--- src/rtl/axi_lite_write_bcast_ctrl_if.sv ---
// AXI4-Lite write-channel bundle. NUM_PORTS handshake lanes share one AW address and one W
// payload; BRESP carries one 2-bit response per lane, lane i in [2i+1:2i].
interface axi_lite_write_bcast_ctrl_if #(
  parameter int unsigned ADDR_WIDTH = 9,
  parameter int unsigned DATA_WIDTH = 32,
  parameter int unsigned NUM_PORTS  = 1
);
  logic [NUM_PORTS-1:0]    AWVALID;
  logic [NUM_PORTS-1:0]    AWREADY;
  logic [ADDR_WIDTH-1:0]   AWADDR;
  logic [NUM_PORTS-1:0]    WVALID;
  logic [NUM_PORTS-1:0]    WREADY;
  logic [DATA_WIDTH-1:0]   WDATA;
  logic [DATA_WIDTH/8-1:0] WSTRB;
  logic [NUM_PORTS-1:0]    BVALID;
  logic [NUM_PORTS-1:0]    BREADY;
  logic [2*NUM_PORTS-1:0]  BRESP;

  modport master (
    output AWVALID, AWADDR, WVALID, WDATA, WSTRB, BREADY,
    input  AWREADY, WREADY, BVALID, BRESP
  );

  modport slave (
    input  AWVALID, AWADDR, WVALID, WDATA, WSTRB, BREADY,
    output AWREADY, WREADY, BVALID, BRESP
  );
endinterface

--- src/rtl/axi_lite_write_bcast_ctrl.sv ---
// Broadcasts one AXI4-Lite write from a single master to NUM_SLR slave ports, tracking AW, W
// and B completion per slave, merging the slave responses by severity and counting failed
// writes in a saturating counter.
module axi_lite_write_bcast_ctrl #(
  parameter int unsigned ADDR_WIDTH    = 9,
  parameter int unsigned DATA_WIDTH    = 32,
  parameter int unsigned NUM_SLR       = 4,
  parameter int unsigned ERR_CNT_WIDTH = 16
) (
  input  logic                      ap_clk,
  input  logic                      ap_rst_n,
  input  logic [NUM_SLR-1:0]        slr_enable,
  axi_lite_write_bcast_ctrl_if.slave  s_axi,
  axi_lite_write_bcast_ctrl_if.master m_axi,
  output logic [ERR_CNT_WIDTH-1:0]  err_count
);

  localparam int unsigned StrbWidth = DATA_WIDTH / 8;

  typedef enum logic [1:0] {StIdle, StBcast, StResp} state_e;

  state_e                   r_state;
  logic                     r_aw_cap;
  logic                     r_w_cap;
  logic [NUM_SLR-1:0]       r_en;
  logic [NUM_SLR-1:0]       r_aw_done;
  logic [NUM_SLR-1:0]       r_w_done;
  logic [NUM_SLR-1:0]       r_b_done;
  logic [1:0]               r_merged_resp;
  logic [ERR_CNT_WIDTH-1:0] r_err_count;
  logic [ADDR_WIDTH-1:0]    r_addr;
  logic [DATA_WIDTH-1:0]    r_data;
  logic [StrbWidth-1:0]     r_strb;

  logic               w_s_awready;
  logic               w_s_wready;
  logic               w_aw_hs;
  logic               w_w_hs;
  logic               w_in_bcast;
  logic [NUM_SLR-1:0] w_en_next;
  logic [NUM_SLR-1:0] w_m_awvalid;
  logic [NUM_SLR-1:0] w_m_wvalid;
  logic [NUM_SLR-1:0] w_m_bready;
  logic [NUM_SLR-1:0] w_aw_acc;
  logic [NUM_SLR-1:0] w_w_acc;
  logic [NUM_SLR-1:0] w_b_acc;
  logic [1:0]         w_merged_next;

  // Severity merge: DECERR > SLVERR > OKAY; EXOKAY is folded into OKAY.
  function automatic logic [1:0] resp_merge(input logic [1:0] a, input logic [1:0] b);
    if (a == 2'b11 || b == 2'b11) return 2'b11;
    if (a == 2'b10 || b == 2'b10) return 2'b10;
    return 2'b00;
  endfunction

  // Readies are gated by reset so the master never sees a handshake while reset is held.
  assign w_s_awready = ap_rst_n & (r_state == StIdle) & ~r_aw_cap;
  assign w_s_wready  = ap_rst_n & (r_state == StIdle) & ~r_w_cap;
  assign w_aw_hs     = s_axi.AWVALID[0] & w_s_awready;
  assign w_w_hs      = s_axi.WVALID[0] & w_s_wready;
  assign w_en_next   = w_aw_hs ? slr_enable : r_en;

  assign w_in_bcast  = (r_state == StBcast);
  assign w_m_awvalid = {NUM_SLR{w_in_bcast}} & ~r_aw_done;
  assign w_m_wvalid  = {NUM_SLR{w_in_bcast}} & ~r_w_done;
  // B is accepted per slave as soon as that slave has taken both AW and W.
  assign w_m_bready  = {NUM_SLR{w_in_bcast}} & r_aw_done & r_w_done & ~r_b_done;
  assign w_aw_acc    = w_m_awvalid & m_axi.AWREADY;
  assign w_w_acc     = w_m_wvalid & m_axi.WREADY;
  assign w_b_acc     = w_m_bready & m_axi.BVALID;

  // Fold every response accepted this cycle into the running merged response.
  always_comb begin
    w_merged_next = r_merged_resp;
    for (int i = 0; i < NUM_SLR; i++) begin
      if (w_b_acc[i]) w_merged_next = resp_merge(w_merged_next, m_axi.BRESP[2*i +: 2]);
    end
  end

  // Transaction FSM: capture AW/W, broadcast with per-slave tracking, return merged B.
  always_ff @(posedge ap_clk or negedge ap_rst_n) begin
    if (!ap_rst_n) begin
      r_state       <= StIdle;
      r_aw_cap      <= 1'b0;
      r_w_cap       <= 1'b0;
      r_en          <= '0;
      r_aw_done     <= '0;
      r_w_done      <= '0;
      r_b_done      <= '0;
      r_merged_resp <= 2'b00;
      r_err_count   <= '0;
      r_addr        <= '0;
      r_data        <= '0;
      r_strb        <= '0;
    end else begin
      case (r_state)
        StIdle: begin
          if (w_aw_hs) begin
            r_aw_cap <= 1'b1;
            r_addr   <= s_axi.AWADDR;
            r_en     <= slr_enable;
          end
          if (w_w_hs) begin
            r_w_cap <= 1'b1;
            r_data  <= s_axi.WDATA;
            r_strb  <= s_axi.WSTRB;
          end
          if ((r_aw_cap | w_aw_hs) & (r_w_cap | w_w_hs)) begin
            r_state   <= StBcast;
            // Disabled slaves start out complete so they never see a valid or BREADY.
            r_aw_done <= ~w_en_next;
            r_w_done  <= ~w_en_next;
            r_b_done  <= ~w_en_next;
          end
        end
        StBcast: begin
          r_aw_done     <= r_aw_done | w_aw_acc;
          r_w_done      <= r_w_done | w_w_acc;
          r_b_done      <= r_b_done | w_b_acc;
          r_merged_resp <= w_merged_next;
          if (&r_b_done) r_state <= StResp;
        end
        StResp: begin
          if (s_axi.BREADY[0]) begin
            r_state       <= StIdle;
            r_aw_cap      <= 1'b0;
            r_w_cap       <= 1'b0;
            r_aw_done     <= '0;
            r_w_done      <= '0;
            r_b_done      <= '0;
            r_merged_resp <= 2'b00;
            if (r_merged_resp != 2'b00 && r_err_count != '1) begin
              r_err_count <= r_err_count + 1'b1;
            end
          end
        end
        default: r_state <= StIdle;
      endcase
    end
  end

  assign s_axi.AWREADY = w_s_awready;
  assign s_axi.WREADY  = w_s_wready;
  assign s_axi.BVALID  = (r_state == StResp);
  assign s_axi.BRESP   = r_merged_resp;

  assign m_axi.AWVALID = w_m_awvalid;
  assign m_axi.AWADDR  = r_addr;
  assign m_axi.WVALID  = w_m_wvalid;
  assign m_axi.WDATA   = r_data;
  assign m_axi.WSTRB   = r_strb;
  assign m_axi.BREADY  = w_m_bready;

  assign err_count = r_err_count;

endmodule

--- src/flat_wrapper.sv ---
// flat-port wrapper written by rule: the top's interface ports become plain ports
module axi_lite_write_bcast_ctrl_flat 
#(
  parameter int unsigned ADDR_WIDTH    = 9,
  parameter int unsigned DATA_WIDTH    = 32,
  parameter int unsigned NUM_SLR       = 4,
  parameter int unsigned ERR_CNT_WIDTH = 16
)
  (ap_clk, ap_rst_n, slr_enable, err_count, s_axi_AWVALID, s_axi_AWADDR, s_axi_WVALID, s_axi_WDATA, s_axi_WSTRB, s_axi_BREADY, s_axi_AWREADY, s_axi_WREADY, s_axi_BVALID, s_axi_BRESP, m_axi_AWVALID, m_axi_AWADDR, m_axi_WVALID, m_axi_WDATA, m_axi_WSTRB, m_axi_BREADY, m_axi_AWREADY, m_axi_WREADY, m_axi_BVALID, m_axi_BRESP);
  axi_lite_write_bcast_ctrl_if #(.ADDR_WIDTH(ADDR_WIDTH), .DATA_WIDTH(DATA_WIDTH), .NUM_PORTS(1)) s_axi_i ();
  axi_lite_write_bcast_ctrl_if #(.ADDR_WIDTH(ADDR_WIDTH), .DATA_WIDTH(DATA_WIDTH), .NUM_PORTS((4))) m_axi_i ();
  input  logic ap_clk;
  input  logic ap_rst_n;
  input  logic [NUM_SLR-1:0] slr_enable;
  output logic [ERR_CNT_WIDTH-1:0] err_count;
  input wire logic [$bits(s_axi_i.AWVALID)-1:0] s_axi_AWVALID;
  input wire logic [$bits(s_axi_i.AWADDR)-1:0] s_axi_AWADDR;
  input wire logic [$bits(s_axi_i.WVALID)-1:0] s_axi_WVALID;
  input wire logic [$bits(s_axi_i.WDATA)-1:0] s_axi_WDATA;
  input wire logic [$bits(s_axi_i.WSTRB)-1:0] s_axi_WSTRB;
  input wire logic [$bits(s_axi_i.BREADY)-1:0] s_axi_BREADY;
  output wire logic [$bits(s_axi_i.AWREADY)-1:0] s_axi_AWREADY;
  output wire logic [$bits(s_axi_i.WREADY)-1:0] s_axi_WREADY;
  output wire logic [$bits(s_axi_i.BVALID)-1:0] s_axi_BVALID;
  output wire logic [$bits(s_axi_i.BRESP)-1:0] s_axi_BRESP;
  output wire logic [$bits(m_axi_i.AWVALID)-1:0] m_axi_AWVALID;
  output wire logic [$bits(m_axi_i.AWADDR)-1:0] m_axi_AWADDR;
  output wire logic [$bits(m_axi_i.WVALID)-1:0] m_axi_WVALID;
  output wire logic [$bits(m_axi_i.WDATA)-1:0] m_axi_WDATA;
  output wire logic [$bits(m_axi_i.WSTRB)-1:0] m_axi_WSTRB;
  output wire logic [$bits(m_axi_i.BREADY)-1:0] m_axi_BREADY;
  input wire logic [$bits(m_axi_i.AWREADY)-1:0] m_axi_AWREADY;
  input wire logic [$bits(m_axi_i.WREADY)-1:0] m_axi_WREADY;
  input wire logic [$bits(m_axi_i.BVALID)-1:0] m_axi_BVALID;
  input wire logic [$bits(m_axi_i.BRESP)-1:0] m_axi_BRESP;
  assign s_axi_i.AWVALID = s_axi_AWVALID;
  assign s_axi_i.AWADDR = s_axi_AWADDR;
  assign s_axi_i.WVALID = s_axi_WVALID;
  assign s_axi_i.WDATA = s_axi_WDATA;
  assign s_axi_i.WSTRB = s_axi_WSTRB;
  assign s_axi_i.BREADY = s_axi_BREADY;
  assign s_axi_AWREADY = s_axi_i.AWREADY;
  assign s_axi_WREADY = s_axi_i.WREADY;
  assign s_axi_BVALID = s_axi_i.BVALID;
  assign s_axi_BRESP = s_axi_i.BRESP;
  assign m_axi_AWVALID = m_axi_i.AWVALID;
  assign m_axi_AWADDR = m_axi_i.AWADDR;
  assign m_axi_WVALID = m_axi_i.WVALID;
  assign m_axi_WDATA = m_axi_i.WDATA;
  assign m_axi_WSTRB = m_axi_i.WSTRB;
  assign m_axi_BREADY = m_axi_i.BREADY;
  assign m_axi_i.AWREADY = m_axi_AWREADY;
  assign m_axi_i.WREADY = m_axi_WREADY;
  assign m_axi_i.BVALID = m_axi_BVALID;
  assign m_axi_i.BRESP = m_axi_BRESP;
  axi_lite_write_bcast_ctrl #(.ADDR_WIDTH(ADDR_WIDTH), .DATA_WIDTH(DATA_WIDTH), .NUM_SLR(NUM_SLR), .ERR_CNT_WIDTH(ERR_CNT_WIDTH)) u_core (.ap_clk(ap_clk), .ap_rst_n(ap_rst_n), .slr_enable(slr_enable), .s_axi(s_axi_i), .m_axi(m_axi_i), .err_count(err_count));
endmodule
--- config.mk ---
export PLATFORM = sky130hd
export DESIGN_NAME = axi_lite_write_bcast_ctrl_flat
export DESIGN_NICKNAME = d
export VERILOG_FILES = /design/src/rtl/axi_lite_write_bcast_ctrl_if.sv /design/src/rtl/axi_lite_write_bcast_ctrl.sv /design/src/flat_wrapper.sv
export SDC_FILE = /design/constraint.sdc
export NUM_CORES = 1
export LEC_CHECK = 0
export BUFFER_PORTS_ARGS = -buffer_cell sky130_fd_sc_hd__buf_2
export CORE_MARGIN = 5
export CORE_UTILIZATION = 40
export DETAILED_ROUTE_END_ITERATION = 8
export HOLD_SLACK_MARGIN = 0.1
export PLACE_DENSITY = 0.78
export SETUP_SLACK_MARGIN = 0.2
export SYNTH_ARGS = -nofsm -noshare
export SYNTH_HDL_FRONTEND = slang
export SYNTH_SLANG_ARGS = --single-unit
--- constraint.sdc ---
create_clock -name ap_clk -period 2.2 [get_ports ap_clk]
set_input_delay 0.44 -clock ap_clk [delete_from_list [all_inputs] [get_ports ap_clk]]
set_output_delay 0.44 -clock ap_clk [all_outputs]
set_load 0.02 [all_outputs]
== After elaboration in Yosys (flattened, before gate mapping) ==
Cells that the tools add are included.
Word-level totals
  output and inout port bits: 78
  input bits: 74
  flip-flop bits (word level): 83
Operators by class
  multiplexer cells: 56
  reductions and logical operators: 23
  $add $sub $neg: 1
  equality and inequality tests: 24
  bitwise gates (word level): 25
Operators with widths (number)
  $mux W2: 23
  $pmux W4 S3: 3
  $eq A2 B2 Y1 const B: 17
  $and A4 B4 Y4: 8
  $mux W1: 23
  $add A16 B1 Y16 const B: 1
  $ne A16 B16 Y1 const B: 1
  $not A4 Y4: 4
  $reduce_and A3 Y1: 5
  $mux W4: 3
  $or A4 B4 Y4: 3
  $logic_or A1 B1 Y1: 8
  $and A1 B1 Y1: 6
  $ne A2 B2 Y1 const B: 3
  $pmux W2 S3: 1
  $reduce_and A2 Y1: 3
  $reduce_bool A2 Y1: 3
  $ne A2 B1 Y1 const B: 2
  $pmux W1 S2: 2
  $pmux W2 S2: 1
  $reduce_and A4 Y1: 1
  $reduce_bool A3 Y1: 1
  $eq A2 B1 Y1 const B: 1
  $logic_not A2 Y1: 1
  3 further kinds: 5

== Longest topological paths before layout ==
  word-level depth: 39
  mapped depth: 8

== Least setup slack after synthesis ==
No wires, ideal clock.
  kind: reg2reg
  from: register u_core.r_state[0]
  to: register u_core.r_aw_done[0]
  data arrival time: 1999 ps
  stages on the path, launching flop included: 9
  setup slack: 97 ps
  data required time: 2096 ps
  buffers on the path: 2
  setup time: 104 ps
  path through: dfrtp_1 > inv_1 > ha_1 > nor2b_1 > a221o_1 > buf_2 > or2_4 > buf_6 > a221oi_1
RTL lines
  start, declared: line axi_lite_write_bcast_ctrl.sv:22  | state_e r_state;
  start signal, assigned: line axi_lite_write_bcast_ctrl.sv:83  | r_state <= StIdle;
  start signal, assigned: line axi_lite_write_bcast_ctrl.sv:109  | r_state <= StBcast;
  start signal, assigned: line axi_lite_write_bcast_ctrl.sv:121  | if (&r_b_done) r_state <= StResp;
  $eq A2 B2 Y1 *
  via s_axi_BVALID: line flat_wrapper.sv:24  | output wire logic [$bits(s_axi_i.BVALID)-1:0] s_axi_BVALID;
  $ne A2 B2 Y1 (no source line) / $reduce_bool A3 Y1 (equally long branches)
  $reduce_and A3 Y1 (no source line)
  end signal, assigned: line axi_lite_write_bcast_ctrl.sv:111  | r_aw_done <= ~w_en_next;
  end signal, assigned: line axi_lite_write_bcast_ctrl.sv:117  | r_aw_done <= r_aw_done | w_aw_acc;
  end, declared: line axi_lite_write_bcast_ctrl.sv:26  | logic [NUM_SLR-1:0] r_aw_done;
The timed path passes the listed nets; every way through them passes the cells marked *. The select of a mux whose other input is x is not followed.
A chain may end at the register's enable or synchronous reset.

== Worst setup path in the final report ==
  from: register u_core.r_state[0]
  to: register u_core.r_aw_done[0]
Between the ends
  cells in the longest elaborated chain, start to end: 8
Ends and longest elaborated chain (line)
  $logic_not A2 Y1: axi_lite_write_bcast_ctrl.sv:57, axi_lite_write_bcast_ctrl.sv:58, axi_lite_write_bcast_ctrl.sv:96
  $and A1 B1 Y1: axi_lite_write_bcast_ctrl.sv:57, axi_lite_write_bcast_ctrl.sv:58
  $and A1 B1 Y1 (on tied branches): axi_lite_write_bcast_ctrl.sv:57, axi_lite_write_bcast_ctrl.sv:58
  $and A1 B1 Y1 (on tied branches): axi_lite_write_bcast_ctrl.sv:59, axi_lite_write_bcast_ctrl.sv:60
  $or A1 B1 Y1 / $mux W4 (equally long branches): axi_lite_write_bcast_ctrl.sv:108, axi_lite_write_bcast_ctrl.sv:61
  $and A1 B1 Y1 / $not A4 Y4 (equally long branches): axi_lite_write_bcast_ctrl.sv:108, axi_lite_write_bcast_ctrl.sv:111
  $ne A2 B2 Y1 (no source line) / $mux W4 (equally long branches)
  $reduce_and A3 Y1 (no source line) / $pmux W4 S3 (equally long branches)
Parallel ways exist; a longest one is shown, timed or not. The select of a mux whose other input is x is not followed.

==> out/metrics.yaml <==
outcome:
  outcome: "finished, final reports clean"
placement:
  dp.cells: 589
  io_buffer_count: 151
  gp_congestion: 0.793
  dp_hpwl_mm: 7.40
  pre_cts_ws_ps: -26.5
timing:
  tightest_slew_ps: 598
  finalClockSkew_ps: 13.6
  period_share: 0.915
  slew_viol_final: 0
  setup_viol: 0
  hold_violations: 0
  rsz0062_at_grt: "yes"
  fin_tns_setup_ps: 0
  whs_ps: 158
  fin_ws_ps: 186
  fmax_ghz: 0.497
  relSlewSlack: 0.601
  post-route-min-period_ps: 2010
die:
  die_w_um: 108
  start_util: 0.411
  rows: 35
  dieArea_um2: 11600
  pin_count: 152
  die_height_um: 108
  coreArea_um2: 9280
drt:
  dr.pass1.iters: 5
  wl_mm: 11.0
  drtIter0Drc: 273
  vias_per_cell: 5.33
  routedWlPerCell_um: 17.5
  vias: 3347
  drt_drc_violations_left: 0
  ant_nets: 0
synthesis:
  yosys_warnings: 0
  synth-edff-count: 0
  synth-seq-area-share: 0.544
  synth_nets: 389
  yosysTopAreaCell: "dfrtp_1"
  ys_seq_elements: 83
  synthDistinctLibCells: 42
  synth-async-reset-ratio: 1.00
  syn_area_per_cell_um2: 12.4
  yosysTopAreaCellShare: 0.544
  syn_inst: 309
  synth_flop_cell: "dfrtp_1"
  syn_area_um2: 3820
  synth.area.top_cells: "dfrtp_1 (54%), mux2_1 (12%), mux2_2 (3.5%), xor2_1 (2.8%), o32ai_1 (2.5%)"
power:
  p_per_area_nw_per_um2: 1490
  power.leakage_nw: 2.71
  power_w: 0.00817
  irDropWorstVdd_mv: 0.804
critical_path:
  crit_path_max_fanout: 7
  r2r_end: "u_core.r_aw_done[0]"
  worstPathArrival_ps: 2240
  r2r_cells: 8
  worstReg2RegStart: "u_core.r_state[0]"
  end_kind: "register"
  critPathRequiredTime_ps: 2420
  crit_type: "register to register"
  start_kind: "register"
  reg2reg_setup_slack_ps: 190
grt:
  grt.total_usage: 0.182
  grt_max_degree: 50
  grt_antenna_before_repair: 0
  grt_pass1_wl_mm: 16.9
  overflow: 0
  grt_pass1_vias: 3407
finish:
  fin_cells: 628
  nNetsFinal: 574
  area_delta_synth_final_pct: 43.8
  n_antenna_cell: 0
  drive_gt1_frac: 0.513
clock_tree:
  h-tree-depth: 3
  cts_buffer_depth: 2
  cts_tree: "built"
  numCtsBuffers: 9
  clk_pin_slew_worst_paths_ps: 100
  clockRootBuffer: "clkbuf_8"
  cts_sinks: 83
  worstSkewPairLatency_ps: 350
worst_hold_path:
  min_path_type: "input pin to asynchronous set/reset pin"
run:
  drv_cap: 0
==> sequential cells by signal, indices dropped and copies added, names as in the netlist <==
name                 flops
u_core.m_axi.WDATA      32
u_core.err_count        16
u_core.m_axi.AWADDR      9
u_core.m_axi.WSTRB       4
u_core.r_aw_done         4
u_core.r_b_done          4
u_core.r_en              4
u_core.r_w_done          4
u_core.r_state           2
u_core.s_axi.BRESP       2
u_core.r_aw_cap          1
u_core.r_w_cap           1
==> metal layers <==
metal / vias up / part of all wire / global-route usage
li1: 1521 / - / -
met1: 1603 / 0.40 / 0.231
met2: 189 / 0.49 / 0.312
met3: 34 / 0.077 / 0.0306
met4: 0 / 0.029 / 0.0613
met5: - / 0 / 0
==> worst max-delay path by stage <==
| stage | slack [ps] | end | from | depth (start not counted) |
|---|---|---|---|---|
| CTS | 190 | m_axi_AWVALID[3] | u_core.r_state[1] | 6 |
| global route | 110 | u_core.r_b_done[0] | u_core.r_state[0] | 8 |
| global placement | 110 | u_core.r_aw_done[1] | u_core.r_state[0] | 6 |
| finish | 190 | u_core.r_aw_done[0] | u_core.r_state[0] | 8 |
| detailed placement | -30 | u_core.r_b_done[1] | u_core.r_state[0] | 6 |
| floorplan | 200 | u_core.r_aw_done[0] | u_core.r_state[0] | 8 |
==> power by group <==
part           internal [W]  switching [W]
Clock              0.000451       0.000578
Combinational       0.00208        0.00235
Sequential          0.00220       0.000504
==> timing repair <==
| action | in CTS | in global routing |
|---|---|---|
| endpoints found under the hold margin | 2 | 0 |
| resized for setup | 36 | 43 |
| hold buffers | 1 | 0 |
| pin swaps | 4 | 3 |
| cloned | 2 | 0 |
| setup endpoints to repair | 28 | 32 |
| buffers inserted | 17 | 3 |
==> final cells by class <==
| type | instances | area, um2 |
|---|---|---|
| repair buffers | 187 | 1130 |
| multi-input cells | 195 | 1860 |
| well taps | 129 | 161 |
| clock inverters | 6 | 50.0 |
| clock buffers | 10 | 138 |
| fillers | 734 | 3790 |
| flip-flops and latches | 83 | 2080 |
| inverters | 18 | 72.6 |
==> cell usage after synthesis, types with 2 or more instances <==
cell type,number
a21oi_1,4
inv_1,18
clkbuf_1,10
nand4_1,10
a21o_1,2
a211oi_1,5
buf_2,4
dfrtp_1,83
xnor2_1,2
ha_1,6
a221oi_1,10
nand2_1,12
o21ai_0,3
mux2_2,12
nor2_1,4
nor2b_1,13
xor2_1,12
nor4_1,4
nor4b_1,3
nor3_1,5
and4b_1,4
o32ai_1,11
nand3_1,11
and2_1,4
mux2_1,40
==> layout by cell type (no fill, tap or decap), drive strengths merged, types with 3 or more instances in the layout <==
| cell | n |
|---|---|
| a211oi | 5 |
| a21oi | 4 |
| a221oi | 11 |
| and2 | 4 |
| and4b | 4 |
| buf | 186 |
| clkbuf | 10 |
| clkinv | 3 |
| dfrtp | 83 |
| ha | 6 |
| inv | 19 |
| mux2 | 52 |
| nand2 | 12 |
| nand3 | 11 |
| nand4 | 10 |
| nor2 | 4 |
| nor2b | 13 |
| nor3 | 5 |
| nor4 | 4 |
| nor4b | 4 |
| o21ai | 3 |
| o32ai | 11 |
| or2 | 3 |
| xor2 | 12 |
==> worst max-delay path, cell delays in order (launching register included) <==
cell and delay [ps]:
dfrtp_2 440, inv_4 60, ha_4 180, nor2b_4 140, a221o_2 430, buf_6 150
nor4b_4 260, buf_4 170, a221oi_1 50
==> stage by stage <==
step	utilization	area [um2]
2_1_floorplan	-	3820
3_3_place_gp	0.517	4800
3_5_place_dp	0.517	4800
4_1_cts	0.570	5290
5_1_grt	0.591	5490
6_report	0.591	5490
==> kinds of logic (layout without fill, tap and decap cells) <==
group | count (synthesis) | in the layout | synth area share
DFF | 83 | 83 | 0.544
and+or+nand+nor | 76 | 77 | 0.119
adders and majority gates | 6 | 6 | 0.0197
buffers and inverters | 33 | 221 | 0.0357
AOI/OAI and AO/OA | 44 | 45 | 0.0937
muxes | 53 | 53 | 0.156
xor gates and xnor gates | 14 | 14 | 0.0321
No activity file was read; power rests on OpenSTA's default activity.
